<file path="config.mk">
export PLATFORM = sky130hd
export DESIGN_NAME = hazard_scoreboard
export DESIGN_NICKNAME = d
export VERILOG_FILES = /design/src/rtl/hazard_scoreboard_pkg.sv /design/src/rtl/hazard_scoreboard_entry.sv /design/src/rtl/hazard_scoreboard.sv
export SDC_FILE = /design/constraint.sdc
export NUM_CORES = 1
export LEC_CHECK = 0
export CORE_MARGIN = 4
export CORE_UTILIZATION = 50
export DETAILED_ROUTE_END_ITERATION = 6
export HOLD_SLACK_MARGIN = 0.12
export PLACE_DENSITY = 0.69
export SYNTH_ARGS = -nofsm -noshare
export SYNTH_HDL_FRONTEND = slang
export SYNTH_SLANG_ARGS = --single-unit
</file>
<file path="constraint.sdc">
create_clock -name clk -period 9.5 [get_ports clk]
set_input_delay 2.85 -clock clk [delete_from_list [all_inputs] [get_ports clk]]
set_output_delay 2.85 -clock clk [all_outputs]
set_load 0.1 [all_outputs]
</file>
<file path="src/rtl/hazard_scoreboard_pkg.sv">
// Shared types and constants for the ID-stage register hazard scoreboard.
// Widths derive from the default parameterisation of hazard_scoreboard.
package hazard_scoreboard_pkg;

  localparam int unsigned REG_AW_DEF     = 5;
  localparam int unsigned MAX_LAT_DEF    = 8;
  localparam int unsigned FWD_STAGES_DEF = 2;
  localparam int unsigned LAT_W_DEF      = $clog2(MAX_LAT_DEF + 1);
  localparam int unsigned SEL_W_DEF      = $clog2(FWD_STAGES_DEF + 1);

  typedef logic [REG_AW_DEF-1:0] reg_addr_t;
  typedef logic [LAT_W_DEF-1:0]  lat_t;
  typedef logic [SEL_W_DEF-1:0]  fwd_sel_t;

  localparam fwd_sel_t FWD_SEL_REGFILE = fwd_sel_t'(0);
  localparam lat_t     LAT_ALU         = lat_t'(1);
  localparam lat_t     LAT_LOAD        = lat_t'(2);
  localparam lat_t     LAT_MUL         = lat_t'(4);

endpackage

</file>
<file path="src/rtl/hazard_scoreboard_entry.sv">
// One register's scoreboard slot: countdown to bypass tap 1, then a
// saturating age that walks the value down the bypass taps into the regfile.
module scoreboard_entry #(
  parameter int unsigned LAT_W      = 4,
  parameter int unsigned SEL_W      = 2,
  parameter int unsigned FWD_STAGES = 2
) (
  input  logic             clk,
  input  logic             rst,
  input  logic             wr_en,
  input  logic [LAT_W-1:0] wr_lat,
  output logic [LAT_W-1:0] cnt,
  output logic [SEL_W-1:0] age
);

  localparam logic [SEL_W-1:0] AGE_MAX = SEL_W'(FWD_STAGES);

  // A new issue overrides any countdown already running on this register.
  always_ff @(posedge clk or negedge rst) begin
    if (!rst) begin
      cnt <= '0;
      age <= AGE_MAX;
    end else if (wr_en) begin
      cnt <= wr_lat;
      age <= '0;
    end else if (cnt > LAT_W'(1)) begin
      cnt <= cnt - LAT_W'(1);
    end else if (cnt == LAT_W'(1)) begin
      cnt <= '0;
      age <= '0;
    end else if (age < AGE_MAX) begin
      age <= age + SEL_W'(1);
    end
  end

endmodule

</file>
<file path="src/rtl/hazard_scoreboard.sv">
// ID-stage hazard scoreboard: stall/issue decision and per-operand bypass selects.
// Optional perf counters enabled by defining HAZARD_SCOREBOARD_PERF_EN.
module hazard_scoreboard
  import hazard_scoreboard_pkg::*;
#(
  parameter int unsigned REG_AW     = REG_AW_DEF,
  parameter int unsigned MAX_LAT    = MAX_LAT_DEF,
  parameter int unsigned FWD_STAGES = FWD_STAGES_DEF,
  parameter int unsigned ZERO_REG   = 1
) (
  input  logic                              clk,
  input  logic                              rst,
  input  logic                              id_valid,
  input  logic [REG_AW-1:0]                 id_rs,
  input  logic [REG_AW-1:0]                 id_rt,
  input  logic                              id_rs_used,
  input  logic                              id_rt_used,
  input  logic                              id_we,
  input  logic [REG_AW-1:0]                 id_dst,
  input  logic [$clog2(MAX_LAT+1)-1:0]      id_lat,
  input  logic                              flush,
  output logic                              stall,
  output logic                              issue,
  output logic [$clog2(FWD_STAGES+1)-1:0]   fwd_rs_sel,
  output logic [$clog2(FWD_STAGES+1)-1:0]   fwd_rt_sel
`ifdef HAZARD_SCOREBOARD_PERF_EN
  ,
  output logic [31:0]                       perf_stall_cnt,
  output logic [31:0]                       perf_issue_cnt
`endif
);

  localparam int unsigned NUM_REGS = 2 ** REG_AW;
  localparam int unsigned LAT_W    = $clog2(MAX_LAT + 1);
  localparam int unsigned SEL_W    = $clog2(FWD_STAGES + 1);
  localparam logic [LAT_W-1:0] LAT_MAX_V = LAT_W'(MAX_LAT);
  localparam logic [SEL_W-1:0] AGE_MAX   = SEL_W'(FWD_STAGES);

  logic [LAT_W-1:0] cnt [NUM_REGS];
  logic [SEL_W-1:0] age [NUM_REGS];
  logic [LAT_W-1:0] lat_eff;
  logic             rs_busy;
  logic             rt_busy;
  logic             waw;

  // Zero latency is promoted to one; oversized latencies clamp to MAX_LAT.
  always_comb begin
    lat_eff = id_lat;
    if (id_lat == '0)            lat_eff = LAT_W'(1);
    else if (id_lat > LAT_MAX_V) lat_eff = LAT_MAX_V;
  end

  function automatic logic [SEL_W-1:0] bypass_sel(input logic used,
                                                  input logic [REG_AW-1:0] addr,
                                                  input logic [SEL_W-1:0] a);
    if (!used || (ZERO_REG != 0 && addr == '0) || a >= AGE_MAX) return FWD_SEL_REGFILE;
    return a + SEL_W'(1);
  endfunction

  // Hazard decision reads pre-issue state, so a self read/write sees the old entry.
  always_comb begin
    rs_busy    = id_rs_used && (cnt[id_rs] != '0);
    rt_busy    = id_rt_used && (cnt[id_rt] != '0);
    waw        = id_we && (cnt[id_dst] > lat_eff);
    stall      = rst && id_valid && !flush && (rs_busy || rt_busy || waw);
    issue      = rst && id_valid && !flush && !(rs_busy || rt_busy || waw);
    fwd_rs_sel = bypass_sel(id_rs_used, id_rs, age[id_rs]);
    fwd_rt_sel = bypass_sel(id_rt_used, id_rt, age[id_rt]);
  end

  for (genvar r = 0; r < NUM_REGS; r++) begin : g_entry
    localparam bit IS_ZERO = (ZERO_REG != 0) && (r == 0);
    logic wr_en;
    assign wr_en = !IS_ZERO && issue && id_we && (id_dst == REG_AW'(r));

    scoreboard_entry #(
      .LAT_W      (LAT_W),
      .SEL_W      (SEL_W),
      .FWD_STAGES (FWD_STAGES)
    ) u_entry (
      .clk    (clk),
      .rst    (rst),
      .wr_en  (wr_en),
      .wr_lat (lat_eff),
      .cnt    (cnt[r]),
      .age    (age[r])
    );
  end

`ifdef HAZARD_SCOREBOARD_PERF_EN
  // Free-running event counters; wrap naturally at 2^32.
  always_ff @(posedge clk or negedge rst) begin
    if (!rst) begin
      perf_stall_cnt <= '0;
      perf_issue_cnt <= '0;
    end else begin
      if (stall) perf_stall_cnt <= perf_stall_cnt + 32'd1;
      if (issue) perf_issue_cnt <= perf_issue_cnt + 32'd1;
    end
  end
`endif

endmodule

</file>
# Word-level counts from Yosys, hierarchy flattened
# Index checks and enable logic that the tools add are counted.
totals:
  ff_bits: 192
  out_inout_bits: 6
op_classes:
  add_sub_neg: 66
  n_lt_le_gt_ge: 71
  n_eq_ne: 94
  mux: 244
  bitwise: 4
  n_reduce_logical: 150
ops:
  columns: ["cell", "n"]
  rows:
  - ["2-to-1 mux 4 bit", 103]
  - ["2-to-1 mux 2 bit", 134]
  - ["nonzero test 3 bit", 62]
  - ["== test 4 x 1 -> 1 bit, second input constant", 32]
  - ["greater-than comparator 4 x 1 -> 1 bit, second input constant", 32]
  - ["subtractor 4 x 1 -> 4 bit, second input constant", 32]
  - ["== test 5 bit, second input constant", 16]
  - ["adder 2 x 1 -> 2 bit, second input constant", 34]
  - ["< comparator 2 bit, second input constant", 32]
  - ["AND reduction 2 bit", 32]
  - ["inequality test 2 x 1 -> 1 bit, second input constant", 31]
  - ["binary-select mux 4 bit (select 5 bit)", 3]
  - ["== test 5 x 4 -> 1 bit, second input constant", 8]
  - ["logical AND 1 bit", 39]
  - ["binary-select mux 2 bit (select 5 bit)", 2]
  - ["== test 5 x 3 -> 1 bit, second input constant", 4]
  - ["greater-or-equal comparator 6 bit, second input constant", 3]
  - ["inverter 5 -> 6 bit", 3]
  - ["== test 5 x 2 -> 1 bit, second input constant", 2]
  - ["logical NOT 5 bit", 2]
  - ["nonzero test 4 bit", 2]
  - ["logical OR 1 bit", 6]
  - ["== test 5 x 1 -> 1 bit, second input constant", 1]
  - ["greater-or-equal comparator 2 bit, second input constant", 2]
  - ["7 further kinds", 12]

# Logic depth before layout (Yosys ltp)
logic_depth:
  word_depth: 14
  ltp_mapped: 14
  mapped_depth_nobuf: 10

# Hierarchy
# From an unflattened synthesis, not the netlist that was laid out.
hier_totals:
  cells_unflattened: 1469
  area_unflattened_um2: 14343.8
by_module_without_submodules:
  columns: ["module", "n_inst", "cells_each", "area_per_inst_um2", "seq_area_each_um2"]
  rows:
  - ["scoreboard_entry at g_entry[0].u_entry ...", 31, 35, 339.1, 151.4]
  - ["hazard_scoreboard", 1, 349, 3477.1, 0.0]
  - ["scoreboard_entry at g_entry[7].u_entry", 1, 35, 355.3, 151.4]

# Worst setup path after synthesis
# No wires, ideal clock.
synth_timing:
  path_type: "in2out"
  from: "input port id_dst[0]"
  to: "output port issue"
  arrival_ps: 9508
  required_ps: 6650
  path_slack_ps: -2858
  cell_stages: 13
  cell_sequence: "clkbuf_1 -> buf_1 -> mux4_2 -> mux4_2 -> mux2_2 -> ha_1 -> a21oi_1 -> nor2b_1 -> o311a_1 -> or4_1 -> buf_6 -> buf_6 -> nor4_1"
synth_via:
  elab_chain_cells: 9
synth_lines:
  columns: ["item", "line", "text"]
  rows:
  - ["from (decl)", "hazard_scoreboard.sv:19", "input logic [REG_AW-1:0] id_dst,"]
  - ["inverter 5 -> 6 bit (not written as such)", "hazard_scoreboard.sv:64", "waw = id_we && (cnt[id_dst] > lat_eff);"]
  - ["binary-select mux 4 bit (select 5 bit)", "hazard_scoreboard.sv:64", null]
  - ["2-to-1 mux 4 bit (not written as such) (2 in series)", "hazard_scoreboard.sv:64", null]
  - ["greater-than comparator 4 bit", "hazard_scoreboard.sv:64", null]
  - ["logical AND 1 bit", "hazard_scoreboard.sv:64", null]
  - ["logical OR 1 bit", "hazard_scoreboard.sv:66", "issue = rst && id_valid && !flush && !(rs_busy || rt_busy || waw);"]
  - ["logical NOT 1 bit", "hazard_scoreboard.sv:66", null]
  - ["logical AND 1 bit", "hazard_scoreboard.sv:66", null]
  - ["to (decl)", "hazard_scoreboard.sv:23", "output logic issue,"]
# Every way passes these cells. The select of a mux whose other input is x is not followed.

# Worst setup path after layout
# Same ends and word-level chain as after synthesis.

==> flow_metrics.py <==
metrics = {
    "power_and_ir_drop": {
        "power_frac_comb": 0.516,
        "internal-power_mw": 3.00,
        "p_clk_frac": 0.142,
        "switchingPower_mw": 2.43,
        "powerDensity_nw_per_um2": 336,
        "netSwitchingFraction": 0.447,
        "p_seq_frac": 0.342,
        "peakVddDrop_mv": 0.157,
        "leakage_nw": 6.24,
    },
    "detailed_routing": {
        "vias": 12000,
        "final_antenna_net_count": 0,
        "routed_wl_um": 42400,
        "firstDrtPassIters": 5,
        "drc": 0,
        "drtIter0Drc": 1146,
        "wl_per_cell_um": 23.5,
        "vias_per_cell": 6.63,
    },
    "placed_design": {
        "io_buffers": 31,
        "hpwl_um": 30700,
        "routabilityCongestion": 0.952,
        "dpl_worst_slack_ps": 140,
        "dpl_cell_area_um2": 15500,
    },
    "die": {
        "die_area_um2": 32100,
        "row_count": 62,
        "start_util": 0.508,
        "die_w_um": 179,
        "io_pins": 32,
        "core_um2": 28900,
        "dieHeight_um": 179,
    },
    "synthesis": {
        "synth_top_area_cell": "dfrtp_1",
        "synth_edf_count": 0,
        "syn_area_per_cell_um2": 10.6,
        "ys_ff_latch": 192,
        "syn-instance-count": 1384,
        "synthTopCellsByArea": "dfrtp_1 (27%), mux4_2 (13%), mux2i_1 (7.7%), ha_1 (6.0%), dfstp_2 (5.7%)",
        "synthArstFlopShare": 1.00,
        "ys_top_cells_by_count": "nand2_1 (173), dfrtp_1 (160), nor2_1 (118)",
        "yosys_warnings": 0,
        "ys_types": 67,
        "synth_most_common_cell": "nand2_1",
        "synth_nets": 1480,
        "synth_top_area_share": 0.273,
        "syn_area_um2": 14700,
        "synthFlopType": "dfrtp_1",
        "ys_seq_area_frac": 0.330,
    },
    "global_routing": {
        "first_global_vias": 11300,
        "overflow": 0,
        "antenna_found_initial": 2,
        "grt_max_degree": 75,
        "grt_pass1_wl_um": 66100,
        "grtUsageTotal": 0.269,
    },
    "clocking": {
        "cts-root-buf": "clkbuf_16",
        "path_clk_slew_ps": 80,
        "cts-buffers-inserted": 17,
        "cts_tree": "yes",
        "cts_buffer_depth": 2,
        "clock_latency_ps": 460,
        "cts_resized": 0,
        "cts-hold-fix-buffers": 0,
        "numClockSinks": 192,
        "cts_setup_buffers": 0,
        "htreeDepth": 4,
    },
    "setup_path": {
        "crit_path_start_kind": "input pin",
        "cp.required_ps": 6650,
        "r2r_slack_ps": 4700,
        "r2r_start": "g_entry[19].u_entry.cnt[2]",
        "cp-end-kind": "output pin",
        "path_max_fanout": 20,
        "critical_path_class": "in -> out",
        "reg2reg_to": "g_entry[9].u_entry.cnt[0]",
        "critPathArrivalTime_ps": 6530,
        "rr_worst_depth": 11,
    },
    "cells_and_area": {
        "final_area_um2": 16200,
        "seqCellArea_um2": 4840,
        "final_nets": 1502,
        "utilization": 0.560,
        "syn2layout_area_growth_pct": 10.1,
        "drive_gt1_frac": 0.209,
        "fill_cells": 2503,
        "multi_input_area_um2": 9330,
    },
    "sta": {
        "slew_viol_final": 0,
        "fin_crit_ps": 9380,
        "worst_slack_ps": 122,
        "fmax_ghz": 0.107,
        "fin_crit_sh": 0.987,
        "worst_clock_skew_ps": 18.1,
        "finalHoldViolCount": 0,
        "worst_slew_pin_slew_ps": 1080,
        "slew_headroom": 0.276,
        "rsz0062_at_grt": "no",
        "hold_ws_ps": 575,
        "setup_violations": 0,
    },
    "worst_hold_path": {
        "hp-class": "reg -> reg",
        "min_to": "g_entry[23].u_entry.age[1]",
        "worstHoldStart": "g_entry[23].u_entry.age[1]",
        "hold_depth": 2,
    },
    "run_status": {
        "status": "completed",
    },
    "flow_run": {
        "cap_violations": 0,
    },
}
## critical path, stage by stage
cell and delay, ps:
buf_2 150, buf_12 200, mux4_2 520, mux4_2 500
mux2_2 290, ha_1 310, a21oi_1 160, nor2b_1 60
o311a_1 330, or4_4 590, nor4_4 340, buf_12 210
## per-layer routing
layer	global-route usage	routed length, um	part of all wire
met1	0.371	17500	0.41
met2	0.424	19700	0.46
met3	0.0668	3810	0.090
met4	0.0816	1380	0.033
met5	0	12	0.00028
## kinds of logic (layout without fill, tap and decap cells)
logic type	Yosys count	in the layout	synth area share
simple gates	464	464	0.180
mux	267	267	0.267
compound gates	228	228	0.104
flops	192	192	0.330
buf+inv	125	160	0.0365
fa+ha+maj	70	70	0.0597
xor+xnor	38	38	0.0227
other cells	0	1	0
## power by group through the flow
stage	Sequential (mW)	Combinational (mW)	Clock [mW]
floorplan	1.56	2.30	0
global placement	1.83	2.66	0
detailed placement	1.83	2.77	0
CTS	1.82	2.79	0.777
global route	1.89	3.11	0.814
finish	1.85	2.80	0.772
## per-stage QoR
stage                     std cells  power, mW  TNS (ps)
final                          1804       5.43         0
after global routing           1804       5.82         0
after floorplan                1384       3.86      -619
after global placement         1771       4.49         0
after detailed placement       1771       4.60         0
after CTS                      1803       5.39         0
## layout by cell type (no fill, tap or decap), drive strengths merged, types with 5 or more instances in the layout
cell and n:
o31a 6, a22oi 5, nor2b 11, o22a 9, o22ai 15, xnor2 21
nor4 84, nand2b 5, ha 70, clkdlybuf4s50 21, mux2 66, o32a 5
nor3 17, clkbuf 21, mux2i 113, clkinv 8, inv 72, a31oi 36
o311ai 12, nand2 173, dfstp 32, a21oi 55, o21ai 21, nor2 118
mux4 88, dfrtp 160, or4 6, a211oi 45, xor2 17, nand3 6
buf 35, or3 26
## flip-flops by register name, summed over array words and instances (netlist names)
| name | count |
|---|---|
| g_entry.u_entry.cnt | 128 |
| g_entry.u_entry.age | 64 |
## cell type report
type                            count  share of cell area
Antenna cell                        1            0.000155
Clock buffer                       20              0.0289
Clock inverter                     12             0.00906
Inverter                           71              0.0165
Multi-Input combinational cell   1067               0.578
Sequential cell                   192               0.300
Tap cell                          384              0.0297
Timing Repair Buffer               57              0.0382
## worst max path at each step
| stage | start | end | slack [ps] | cells after the start |
|---|---|---|---|---|
| floorplan | id_dst[0] | issue | -610 | 13 |
| global placement | id_dst[0] | issue | 170 | 12 |
| detailed placement | id_dst[0] | issue | 140 | 12 |
| CTS | id_dst[0] | issue | 120 | 12 |
| global route | id_dst[0] | issue | 30 | 12 |
| finish | id_dst[0] | issue | 120 | 12 |
Power figures use the tool's default switching activity.
